===== config.mk =====
export PLATFORM = sky130hd
export DESIGN_NAME = axistream_pkt_source
export DESIGN_NICKNAME = d
export VERILOG_FILES = /design/src/rtl/axistream_pkt_source.sv
export SDC_FILE = /design/constraint.sdc
export NUM_CORES = 1
export LEC_CHECK = 0
export ABC_AREA = 1
export CORE_MARGIN = 2
export CORE_UTILIZATION = 54
export CTS_CLUSTER_SIZE = 40
export DETAILED_ROUTE_END_ITERATION = 6
export PLACE_DENSITY_LB_ADDON = 0.25
export RECOVER_POWER = 25
export SYNTH_ARGS = -nofsm -noshare
export SYNTH_HDL_FRONTEND = slang
export SYNTH_SLANG_ARGS = --single-unit

===== constraint.sdc =====
create_clock -name clk -period 2.5 [get_ports clk]
set_input_delay 0.625 -clock clk [delete_from_list [all_inputs] [get_ports clk]]
set_output_delay 0.625 -clock clk [all_outputs]
set_load 0.005 [all_outputs]

===== src/rtl/axistream_pkt_source.sv =====
// AXI-Stream packet source: takes a (length, seed) command and emits one packet
// of incrementing bytes, with TLAST/TKEEP on the final beat and full TREADY backpressure.
module axistream_pkt_source #(
  parameter int DATA_W = 32,
  parameter int LEN_W  = 16
) (
  input  logic                clk,
  input  logic                rst,
  input  logic                cmd_valid,
  output logic                cmd_ready,
  input  logic [LEN_W-1:0]    cmd_len,
  input  logic [7:0]          cmd_seed,
  output logic                m_tvalid,
  input  logic                m_tready,
  output logic [DATA_W-1:0]   m_tdata,
  output logic [DATA_W/8-1:0] m_tkeep,
  output logic                m_tlast,
  output logic                busy,
  output logic                pkt_done
);

  localparam int BYTES = DATA_W / 8;
  localparam logic [LEN_W-1:0] BYTES_L = LEN_W'(BYTES);

  typedef enum logic [1:0] {IDLE, SEND, DONE} state_t;

  state_t              state_q, state_d;
  logic [LEN_W-1:0]    rem_q, rem_d;
  logic [7:0]          byte_q, byte_d;
  logic                tvalid_q, tvalid_d;
  logic [DATA_W-1:0]   tdata_q, tdata_d;
  logic [BYTES-1:0]    tkeep_q, tkeep_d;
  logic                tlast_q, tlast_d;
  logic [LEN_W-1:0]    nxt_rem;
  logic [7:0]          nxt_byte;

  // rem is the byte count still owed including the beat being built
  function automatic logic [BYTES-1:0] beat_keep(input logic [LEN_W-1:0] rem);
    logic [BYTES-1:0] keep;
    keep = '0;
    for (int j = 0; j < BYTES; j++) keep[j] = (rem > LEN_W'(j));
    return keep;
  endfunction

  function automatic logic [DATA_W-1:0] beat_data(input logic [7:0] base,
                                                  input logic [LEN_W-1:0] rem);
    logic [DATA_W-1:0] data;
    data = '0;
    for (int j = 0; j < BYTES; j++)
      if (rem > LEN_W'(j)) data[8*j +: 8] = base + 8'(j);
    return data;
  endfunction

  always_comb begin
    state_d  = state_q;
    rem_d    = rem_q;
    byte_d   = byte_q;
    tvalid_d = tvalid_q;
    tdata_d  = tdata_q;
    tkeep_d  = tkeep_q;
    tlast_d  = tlast_q;
    nxt_rem  = rem_q - BYTES_L;
    nxt_byte = byte_q + 8'(BYTES);
    case (state_q)
      IDLE: begin
        if (cmd_valid) begin
          rem_d  = cmd_len;
          byte_d = cmd_seed;
          if (cmd_len == '0) begin
            state_d = DONE;
          end else begin
            state_d  = SEND;
            tvalid_d = 1'b1;
            tdata_d  = beat_data(cmd_seed, cmd_len);
            tkeep_d  = beat_keep(cmd_len);
            tlast_d  = (cmd_len <= BYTES_L);
          end
        end
      end
      SEND: begin
        if (tvalid_q && m_tready) begin
          if (tlast_q) begin
            state_d  = DONE;
            tvalid_d = 1'b0;
            tdata_d  = '0;
            tkeep_d  = '0;
            tlast_d  = 1'b0;
          end else begin
            // Next beat is staged here so it appears the cycle after the transfer
            rem_d   = nxt_rem;
            byte_d  = nxt_byte;
            tdata_d = beat_data(nxt_byte, nxt_rem);
            tkeep_d = beat_keep(nxt_rem);
            tlast_d = (nxt_rem <= BYTES_L);
          end
        end
      end
      DONE:    state_d = IDLE;
      default: state_d = IDLE;
    endcase
  end

  always_ff @(posedge clk) begin
    if (rst) begin
      state_q  <= IDLE;
      rem_q    <= '0;
      byte_q   <= '0;
      tvalid_q <= 1'b0;
      tdata_q  <= '0;
      tkeep_q  <= '0;
      tlast_q  <= 1'b0;
    end else begin
      state_q  <= state_d;
      rem_q    <= rem_d;
      byte_q   <= byte_d;
      tvalid_q <= tvalid_d;
      tdata_q  <= tdata_d;
      tkeep_q  <= tkeep_d;
      tlast_q  <= tlast_d;
    end
  end

  assign cmd_ready = (state_q == IDLE);
  assign busy      = (state_q == SEND);
  assign pkt_done  = (state_q == DONE);
  assign m_tvalid  = tvalid_q;
  assign m_tdata   = tdata_q;
  assign m_tkeep   = tkeep_q;
  assign m_tlast   = tlast_q;

endmodule


* After elaboration in Yosys (flattened, before gate mapping)
Index checks and enable logic that the tools add are counted.
** Cells by class
- Add/sub/neg operators :: 8
- Order comparisons :: 10
- Equal/unequal tests :: 7
- Mux-type cells :: 41
- Reductions and logical operators :: 8
** Operators by type and width (count)
- $mux W32 :: 4
- $mux W8 :: 11
- $gt A16 B1 Y1 const B :: 4
- $gt A16 B2 Y1 const B :: 4
- $pmux W32 S2 :: 1
- $mux W16 :: 3
- $add A8 B2 Y8 const B :: 4
- $le A16 B3 Y1 const B :: 2
- $pmux W16 S2 :: 1
- $add A8 B1 Y8 const B :: 2
- $logic_not A16 Y1 :: 1
- $mux W4 :: 4
- $pmux W8 S2 :: 1
- $sub A16 B3 Y16 const B :: 1
- $add A8 B3 Y8 const B :: 1
- $mux W1 :: 8
- $mux W2 :: 4
- $pmux W4 S2 :: 1
- $reduce_and A4 Y1 :: 2
- $ne A2 B2 Y1 const B :: 3
- $reduce_and A5 Y1 :: 1
- $ne A2 B1 Y1 const B :: 2
- $pmux W1 S2 :: 2
- $pmux W2 S2 :: 1
- 6 further kinds :: 6
** Word-level totals
- Register bits after elaboration :: 64
- Input port bits :: 28
- Output and inout port bits :: 41
- Word-level logic and storage cells :: 81

* Longest topological paths before layout
Gate-level depths: netlist of the first run.
- Word-level depth :: 6
- Mapped depth :: 12
- Depth with buffers taken out :: 12

* Worst setup path before layout of the first run
Ideal clock, no wire load.
- Kind :: input-to-reg
- From :: input cmd_len[13]
- To :: register tkeep_q[2], in the netlist m_tkeep[2]
- Library setup time :: 0.070 ns
- Arrival time :: 1.782 ns
- Required time :: 2.430 ns
- Path slack :: 0.648 ns
- Stages on the path :: 11
- Path buffers :: 1
- Path through :: nor2_1 > nand2_1 > nor2_1 > nand2_1 > nor2_1 > nand2_1 > o21ai_4 > inv_2 > buf_6 > and2_1 > a21oi_1
** On the way
- Longest elaborated chain between the ends :: 4
- Elaborated cells between the ends (all ways) :: 7
- Those cells by class :: order compare (1); eq/ne (1); mux (3); reduce/logical (2)
** RTL lines
- from (decl) :: RTL line 11 : input logic [LEN_W-1:0] cmd_len,
- $gt A16 B2 Y1 :: RTL line 41 : for (int j = 0; j < BYTES; j++) keep[j] = (rem > LEN_W'(j));
- $mux W4 :: RTL line 69 : if (cmd_len == '0) begin
- $mux W4 :: RTL line 66 : if (cmd_valid) begin
- $pmux W4 S2 :: RTL line 64 : case (state_q)
- to (signal assigned) :: RTL line 118 : tkeep_q <= tkeep_d;
- to (decl) :: RTL line 32 : logic [BYTES-1:0] tkeep_q, tkeep_d;
Several ways; a longest one is shown, not always the timed one. The select of a mux whose other input is x is not followed.
A chain may end at the register's enable or synchronous reset.

* Worst setup path in the final report of the first run
- From :: register rem_q[2]
- To :: register tdata_q[15], in the netlist m_tdata[15]
** On the way
- Longest elaborated chain between the ends :: 6
** RTL lines
- from (decl) :: RTL line 28 : logic [LEN_W-1:0] rem_q, rem_d;
- from (signal assigned) :: RTL line 114 : rem_q <= rem_d;
- $sub A16 B3 Y16 :: RTL line 62 : nxt_rem = rem_q - BYTES_L;
- $gt A16 B1 Y1 :: RTL line 50 : if (rem > LEN_W'(j)) data[8*j +: 8] = base + 8'(j);
- $mux W8 :: RTL line 50
- $mux W32 :: RTL line 82 : if (tlast_q) begin
- $mux W32 :: RTL line 81 : if (tvalid_q && m_tready) begin
- $pmux W32 S2 :: RTL line 64
- to (signal assigned) :: RTL line 117 : tdata_q <= tdata_d;
- to (decl) :: RTL line 31 : logic [DATA_W-1:0] tdata_q, tdata_d;
Every way passes these cells. The select of a mux whose other input is x is not followed.

==> results of run 1 <==
metal layers:
metal  share of wire  vias to the layer above  global-route usage  routed length [microns]
li1                -                     2279                   -                        -
met2            0.44                      297               0.491                     5920
met5               0                        -                   0                        0
met3            0.12                       26              0.0946                     1580
met4           0.016                        0               0.104                      209
met1            0.43                     2145               0.436                     5760
layout make-up:
type	count	area (sq um)	area share
multi-input combinational	471	2530	0.472
tap	99	124	0.0231
sequential	64	1280	0.239
clock inverter	3	65.1	0.0121
inverter	58	218	0.0406
clock buffer	13	149	0.0278
timing repair buffer	105	996	0.186
cell usage in the layout, fill, tap and decap left out, types with 2 or more instances in the layout:
master	n
nand4_1	15
dfxtp_1	64
nor3_1	9
o21ai_1	8
inv_1	53
ha_1	12
nand3_1	44
clkbuf_1	3
a21oi_1	82
nand4_4	2
a221oi_1	7
bufinv_16	2
o21ai_4	2
nor2_2	8
nand3b_1	2
clkdlybuf4s50_1	45
buf_4	34
xor2_1	21
a221oi_2	2
o21ai_0	55
buf_12	3
nor2_1	82
clkbuf_8	10
a31oi_1	14
inv_2	5
nand2_1	92
dlygate4sd3_1	23
nand3_2	2
xnor2_1	6
registers in the layout (all words and copies together), names as in the netlist:
name,cells
m_tdata,32
rem_q,16
byte_q,8
m_tkeep,4
state_q,2
m_tlast,1
m_tvalid,1
synthesized netlist by cell type (all sizes together):
| library cell | n |
|---|---|
| dfxtp | 64 |
| nor2 | 91 |
| nor3 | 9 |
| buf | 17 |
| o2111a | 1 |
| a221oi | 9 |
| nand3 | 46 |
| nand4 | 17 |
| nand3b | 2 |
| inv | 58 |
| xor2 | 21 |
| clkbuf | 12 |
| nand2 | 92 |
| a21oi | 82 |
| o21ai | 66 |
| ha | 12 |
| a31oi | 15 |
| and2 | 1 |
| xnor2 | 7 |
where the power goes:
| group | total (mW) | switching [mW] | internal [mW] | leakage (nW) |
|---|---|---|---|---|
| Combinational | 4.73 | 2.93 | 1.81 | 1.64 |
| Clock | 1.01 | 0.422 | 0.589 | 0.108 |
| Sequential | 1.95 | 0.421 | 1.53 | 0.532 |
worst paths after layout:
check | slack, ns | depth (start not counted) | start | end
max | 0.13 | 10 | rem_q[2] | m_tdata[15]
min reg2reg | 0.50 | 2 | rem_q[15] | rem_q[15]
max reg2reg | 0.13 | 10 | rem_q[2] | m_tdata[15]
min | 0.50 | 2 | rem_q[15] | rem_q[15]
cells by family after synthesis:
kind of cell | Yosys count | share of synthesized area
adders and majority gates | 12 | 0.0363
buffers and inverters | 87 | 0.0852
xor gates and xnor gates | 28 | 0.0611
AOI/OAI and AO/OA | 173 | 0.234
DFF | 64 | 0.310
and+or+nand+nor | 258 | 0.274
worst register-to-register path: cells and delay by family, from the launching register on:
kind            cells  cell delay (ns)
buf+inv             1             0.16
compound gates      1             0.09
flops               1             0.36
simple gates        8             1.64
stage by stage:
step	TNS (ns)	instance area [sq um]
floorplan	0	4140
global placement	-0.0518	5130
detailed placement	-2.43	5130
CTS	0	5340
global route	0	5360
finish	0	5360
==> impl_metrics.json, run 1 <==
{
  "clock_sinks": 64,
  "p_per_area_nw_per_um2": 1430,
  "peakVddDrop_uv": 1100,
  "grt_pass1_wl_microns": 21800,
  "synth.largest_area_cell": "dfxtp_1",
  "worst_pin_slew_ns": 0.593,
  "numCtsBuffers": 9,
  "dp_cells": 797,
  "final_antenna_net_count": 0,
  "syn_avg_cell_area_sq_um": 6.65,
  "clk_pin_slew_worst_paths_ns": 0.07,
  "syn_nets": 662,
  "cp_common_cell": "nand2_1",
  "final-setup-viol-count": 0,
  "skew_ns": 0.00815,
  "initial_utilization": 0.565,
  "die_area_sq_um": 8380,
  "hold_class": "reg2reg",
  "htreeDepth": 3,
  "core_sq_um": 7330,
  "final_util": 0.732,
  "finalNetCount": 749,
  "max_stage_delay_ns": 0.36,
  "required_ns": 2.73,
  "synthCells": 622,
  "synthTopCellsByArea": "dfxtp_1, a21oi_1, nand2_1",
  "pre_cts_slack_ns": -0.111,
  "antenna_cells": 0,
  "drc": 0,
  "crit_family": "simple AND/OR/NAND/NOR gates",
  "drive_gt1_frac": 0.105,
  "routed-via-count": 4747,
  "grt_max_degree": 54,
  "drt_first_iter_violations": 507,
  "antenna_found_initial": 0,
  "clkLatencyLatePin_ns": 0.35,
  "timing.fmax_mhz": 422,
  "synth_cell_types": 33,
  "setup.worst_path.end_class": "flip-flop",
  "synth_top_area_share": 0.310,
  "hold_buffers": 0,
  "rsz0062_at_grt": "false",
  "die_w_microns": 91.6,
  "crit_chain": "inv_1 > nand2_1 > nor2_1 > nand2_1 > nand2_1 > nand3_1 > nor2_2 > nand4_4 > nand3_1 > a21oi_1",
  "first_pass_iters": 6,
  "synth-seq-cells": 64,
  "syn-cell-area_sq_um": 4140,
  "status": "complete, no violations",
  "rows": 31,
  "hpwl_microns": 9650,
  "cts_tree": "yes",
  "crit_type": "reg2reg",
  "grt_pass1_vias": 4531,
  "clk_path_buf_depth": 2,
  "drv_cap": 0,
  "fin_cells": 813,
  "wirelength_microns": 13500,
  "place_congestion": 0.964,
  "cp_slowest_cell": "dfxtp_1",
  "ios": 69,
  "path_max_fanout": 9,
  "fillers": 573,
  "finalHoldViolCount": 0,
  "vias_per_cell": 5.84,
  "place.port_buffers": 68,
  "p_total_mw": 7.69,
  "path_buf_inv": 1,
  "cts-root-buf": "clkbuf_8",
  "die_h_microns": 91.6,
  "synthToLayoutAreaGrowth_pct": 29.6,
  "period_minus_slack_ns": 2.37,
  "cts_resized": 0,
  "fin_crit_sh": 0.948,
  "grt-ovfl-total": 0,
  "setup.worst_path.start_class": "flip-flop",
  "leakage_nw": 2.28,
  "yosysWarningCount": 0,
  "slew_violations": 0,
  "holdWs_ns": 0.497,
  "ys_seq_area_frac": 0.310,
  "cts_setup_buffers": 0,
  "track_usage": 0.322,
  "max_slew_margin": 0.604,
  "setup_slack_ns": 0.131,
  "crit_arrival_ns": 2.60,
  "post_drt_wl_per_cell_microns": 16.6
}
No activity file was read; power rests on OpenSTA's default activity.
==> run 2, diff against run 1 <==
Settings changed: MAX_ROUTING_LAYER set to met4.
==> run 2 against run 1 <==
Compared with the run above: non-clock buffer count fell by 5; sequential cell count did not move; cell count fell by 0.74%; setup slack improved by 0.070 ns; first-iteration DRC count fell by 2.0%; via count fell by 0.46%; cell area fell by 1.9%; critical endpoint is now busy; register-to-register slack improved by 0.08 ns; die area did not move; critical path depth fell by 7; largest cell class unchanged.
==> impl_metrics.json, run 2 (synthesis results as in run 1) <==
{
  "clk_path_buf_depth": 2,
  "antenna_cells": 0,
  "final_common_cell": "nand2_1",
  "slew_violations": 0,
  "die_w_microns": 91.6,
  "crit_family": "buffers and inverters",
  "grt-ovfl-total": 0,
  "drive_gt1_frac": 0.0975,
  "place_congestion": 0.974,
  "clkLatencyLatePin_ns": 0.36,
  "place.port_buffers": 68,
  "finalNetCount": 744,
  "fin_cells": 807,
  "worst_pin_slew_ns": 0.577,
  "antenna_found_initial": 0,
  "core_sq_um": 7330,
  "p_per_area_nw_per_um2": 1390,
  "grt_pass1_wl_microns": 21400,
  "htreeDepth": 3,
  "crit_arrival_ns": 1.67,
  "vias_per_cell": 5.86,
  "largest_register_ffs": 32,
  "ios": 69,
  "dp_cells": 792,
  "drc": 0,
  "holdWs_ns": 0.493,
  "period_minus_slack_ns": 2.30,
  "wirelength_microns": 13200,
  "stdcell_area_sq_um": 5260,
  "regArea_sq_um": 1280,
  "cts-root-buf": "clkbuf_8",
  "max_stage_delay_ns": 0.54,
  "rsz0062_at_grt": "false",
  "setup_slack_ns": 0.201,
  "first_pass_iters": 5,
  "path_max_fanout": 5,
  "setup.worst_path.start_class": "flip-flop",
  "finalHoldViolCount": 0,
  "setup.worst_path.end_class": "output port",
  "numCtsBuffers": 9,
  "synthToLayoutAreaGrowth_pct": 27.1,
  "rows": 31,
  "path_buf_inv": 2,
  "crit_chain": "inv_2 > nor2_4 > clkdlybuf4s50_1",
  "pre_cts_slack_ns": -0.0830,
  "mostFrequentLayoutCells": "nand2_1, nor2_1, a21oi_1",
  "status": "complete, no violations",
  "final-setup-viol-count": 0,
  "die_area_sq_um": 8380,
  "drv_cap": 0,
  "fin_crit_sh": 0.920,
  "final_util": 0.718,
  "hold_class": "reg2reg",
  "leakage_nw": 2.22,
  "die_h_microns": 91.6,
  "grt_max_degree": 54,
  "routed-via-count": 4725,
  "multi_input_area_sq_um": 2530,
  "post_drt_wl_per_cell_microns": 16.3,
  "final_antenna_net_count": 0,
  "clk_pin_slew_worst_paths_ns": 0.07,
  "cts_tree": "yes",
  "crit_type": "reg2out",
  "required_ns": 1.88,
  "skew_ns": 0.0145,
  "fillers": 605,
  "initial_utilization": 0.565,
  "peakVddDrop_uv": 1240,
  "post_dp_cell_area_sq_um": 5090,
  "max_slew_margin": 0.615,
  "timing.fmax_mhz": 435,
  "hpwl_microns": 9580,
  "track_usage": 0.328,
  "drt_first_iter_violations": 497,
  "cp_slowest_cell": "clkdlybuf4s50_1",
  "grt_pass1_vias": 4302,
  "clock_sinks": 64
}
[run 2: cell types whose count changed in the layout (fill, tap and decap cells not counted), sizes merged]
cell,before,now
bufinv,2,0
dlygate4sd3,23,22
clkbuf,13,11
buf,37,32
clkinv,1,3
clkdlybuf4s50,45,46
clkinvlp,0,1
[run 2: cell type report]
cell class / instances / share of cell area
Tap cell: 99 / 0.0235
Timing Repair Buffer: 100 / 0.182
Multi-Input combinational cell: 471 / 0.480
Sequential cell: 64 / 0.244
Clock buffer: 11 / 0.0250
Inverter: 58 / 0.0414
Clock inverter: 4 / 0.00428
[run 2: what timing repair did]
item,4_1_cts,5_1_grt
buffers inserted,0,0
resized for setup,0,4
hold buffers,0,0
setup endpoints to repair,0,16
endpoints found under the hold margin,0,0
[run 2: worst paths after layout]
path,from,to,slack [ns],cells past startpoint
max,state_q[0],busy,0.20,3
min,rem_q[15],rem_q[15],0.49,2
max reg2reg,rem_q[2],m_tdata[10],0.21,9
min reg2reg,rem_q[15],rem_q[15],0.49,2
[run 2: tightest hold or removal path, cell delays in order (launching register included)]
cell      delay (ns)
dfxtp_1         0.31
inv_1           0.06
a221oi_1        0.07
[run 2: per-stage QoR]
stage,TNS [ns],total power [mW]
after floorplan,0,4.79
after global placement,-0.102,6.40
after detailed placement,-1.06,6.46
after CTS,0,7.25
after global routing,0,7.88
final,0,7.32
[run 2: power breakdown]
part	total, mW	internal, mW	switching (mW)
Sequential	1.94	1.53	0.408
Clock	0.764	0.349	0.415
Combinational	4.61	1.77	2.84
[run 2: per-layer routing]
metal  part of all wire  global-route usage  vias up
met5                  0                   -        -
met1               0.45               0.470     2173
met2               0.43               0.464      258
met3              0.098              0.0573       29
met4              0.020               0.112        0
li1                   -                   -     2265
==> run 3, diff against run 2 <==
Clock period 2.5 ns to 2.4 ns, I/O delays scaled along.
==> run 3 against run 2 <==
Compared with the run above: clock skew is 0.0081 ns lower; clock-buffer cell count down 1; total power increased by 7.2%; routed wire length increased by 4.0%; register-to-register slack got worse by 0.09 ns; global-route usage rose by 1.2 points; core utilization up 1.8 points; clock power rose by 28%; sequential cell count did not move.
==> impl_metrics.json, run 3 (synthesis results as in run 1) <==
{
  "setup-tns-final_ns": 0,
  "fin_cells": 820,
  "p_total_mw": 7.85,
  "slew_violations": 0,
  "p_per_area_nw_per_um2": 1460,
  "crit_chain": "inv_2 > nor2_4 > clkdlybuf4s50_1",
  "required_ns": 1.80,
  "post_dp_cell_area_sq_um": 5180,
  "cts-root-buf": "clkbuf_8",
  "clk_path_buf_depth": 2,
  "grt_max_degree": 54,
  "wirelength_microns": 13700,
  "grt_pass1_vias": 4495,
  "setup_slack_ns": 0.104,
  "grt.met1_usage": 0.475,
  "status": "complete, no violations",
  "initial_utilization": 0.565,
  "die_w_microns": 91.6,
  "final-setup-viol-count": 0,
  "grt_most_used_layer": "met2",
  "dp_cells": 804,
  "path_depth": 3,
  "hold_buffers": 0,
  "largest_register_ffs": 32,
  "grt-ovfl-total": 0,
  "fin_crit_sh": 0.957,
  "antenna_found_initial": 0,
  "pre_cts_slack_ns": -0.207,
  "final_common_cell": "nand2_1",
  "routed-via-count": 4781,
  "clk_pin_slew_worst_paths_ns": 0.08,
  "core_sq_um": 7330,
  "r2r_cells": 9,
  "endpoint": "busy",
  "cts_resized": 0,
  "finalNetCount": 756,
  "ios": 69,
  "clkLatencyLatePin_ns": 0.35,
  "path_buf_inv": 2,
  "cp-startpoint": "state_q[0]",
  "use_met2": 0.501,
  "die_h_microns": 91.6,
  "htreeDepth": 3,
  "stdcell_area_sq_um": 5390,
  "finalHoldViolCount": 0,
  "timing.fmax_mhz": 436,
  "hpwl_microns": 9980,
  "grt_pass1_wl_microns": 22200,
  "mostFrequentLayoutCells": "nand2_1, nor2_1, a21oi_1",
  "crit_type": "reg2out",
  "synthToLayoutAreaGrowth_pct": 30.2,
  "fillers": 563,
  "final_util": 0.735,
  "die_area_sq_um": 8380,
  "max_stage_delay_ns": 0.55,
  "place_congestion": 0.971,
  "final_antenna_net_count": 0,
  "hp-start": "m_tvalid",
  "cts_tree": "yes",
  "rows": 31,
  "track_usage": 0.340,
  "r2r_start": "rem_q[2]",
  "rsz0062_at_grt": "true",
  "post_drt_wl_per_cell_microns": 16.7,
  "antenna_cells": 0,
  "holdWs_ns": 0.500,
  "grtUsageMet3": 0.0498,
  "setup.worst_path.start_class": "flip-flop",
  "worst_pin_slew_ns": 0.462,
  "ff2ff_setup_slack_ns": 0.12,
  "setup.worst_path.end_class": "output port",
  "max_slew_margin": 0.689,
  "vias_per_cell": 5.83,
  "peakVddDrop_uv": 1350,
  "place.port_buffers": 68,
  "drt_first_iter_violations": 463,
  "drc": 0,
  "drive_gt1_frac": 0.114,
  "drv_cap": 0,
  "skew_ns": 0.00639,
  "leakage_nw": 2.30,
  "clock_sinks": 64,
  "path_max_fanout": 6,
  "first_pass_iters": 5,
  "cts_setup_buffers": 0,
  "period_minus_slack_ns": 2.30,
  "crit_family": "buffers and inverters",
  "crit_arrival_ns": 1.70,
  "cp_slowest_cell": "clkdlybuf4s50_1",
  "numCtsBuffers": 9,
  "r2r-end": "m_tdata[12]",
  "hold_class": "reg2reg"
}
run 3: changes by cell type in the layout (fill, tap and decap cells not counted), moves of 2 or more:
cell | before | now
clkinv_2 | 3 | 1
nand4_4 | 2 | 0
nand4_2 | 0 | 2
nor2_1 | 82 | 84
nor2_2 | 8 | 6
clkbuf_1 | 2 | 0
buf_4 | 29 | 41
run 3: area by class of cell:
cell class / count / area [sq um] / area share
Timing Repair Buffer: 112 / 1050 / 0.195
Inverter: 58 / 220 / 0.0409
Multi-Input combinational cell: 471 / 2510 / 0.466
Sequential cell: 64 / 1280 / 0.238
Clock inverter: 6 / 67.6 / 0.0125
Clock buffer: 10 / 138 / 0.0255
Tap cell: 99 / 124 / 0.0230
run 3: worst register-to-register path: stages (launching register included):
cell,delay (ns)
dfxtp_1,0.32
inv_1,0.14
ha_1,0.27
nand2_1,0.12
o21ai_0,0.26
nand4_1,0.21
nor2_1,0.24
nand4_2,0.30
nand3_1,0.23
a21oi_1,0.09
run 3: per-layer routing:
metal / wire length [microns] / share of wire
met3: 1260 / 0.092
met1: 6190 / 0.45
met2: 5930 / 0.43
met5: 0 / 0
met4: 308 / 0.022
run 3: where the power goes:
group	internal (mW)	total, mW	switching, mW
registers	1.59	2.02	0.430
clock network	0.511	0.976	0.465
logic	1.87	4.85	2.97
total	3.98	7.85	3.87
run 3: worst min path at each step:
stage                end  cells past startpoint
2_1_floorplan  rem_q[15]                      2
3_3_place_gp   rem_q[15]                      2
3_5_place_dp   rem_q[15]                      2
4_1_cts         m_tvalid                      2
5_1_grt         m_tvalid                      2
6_report        m_tvalid                      2
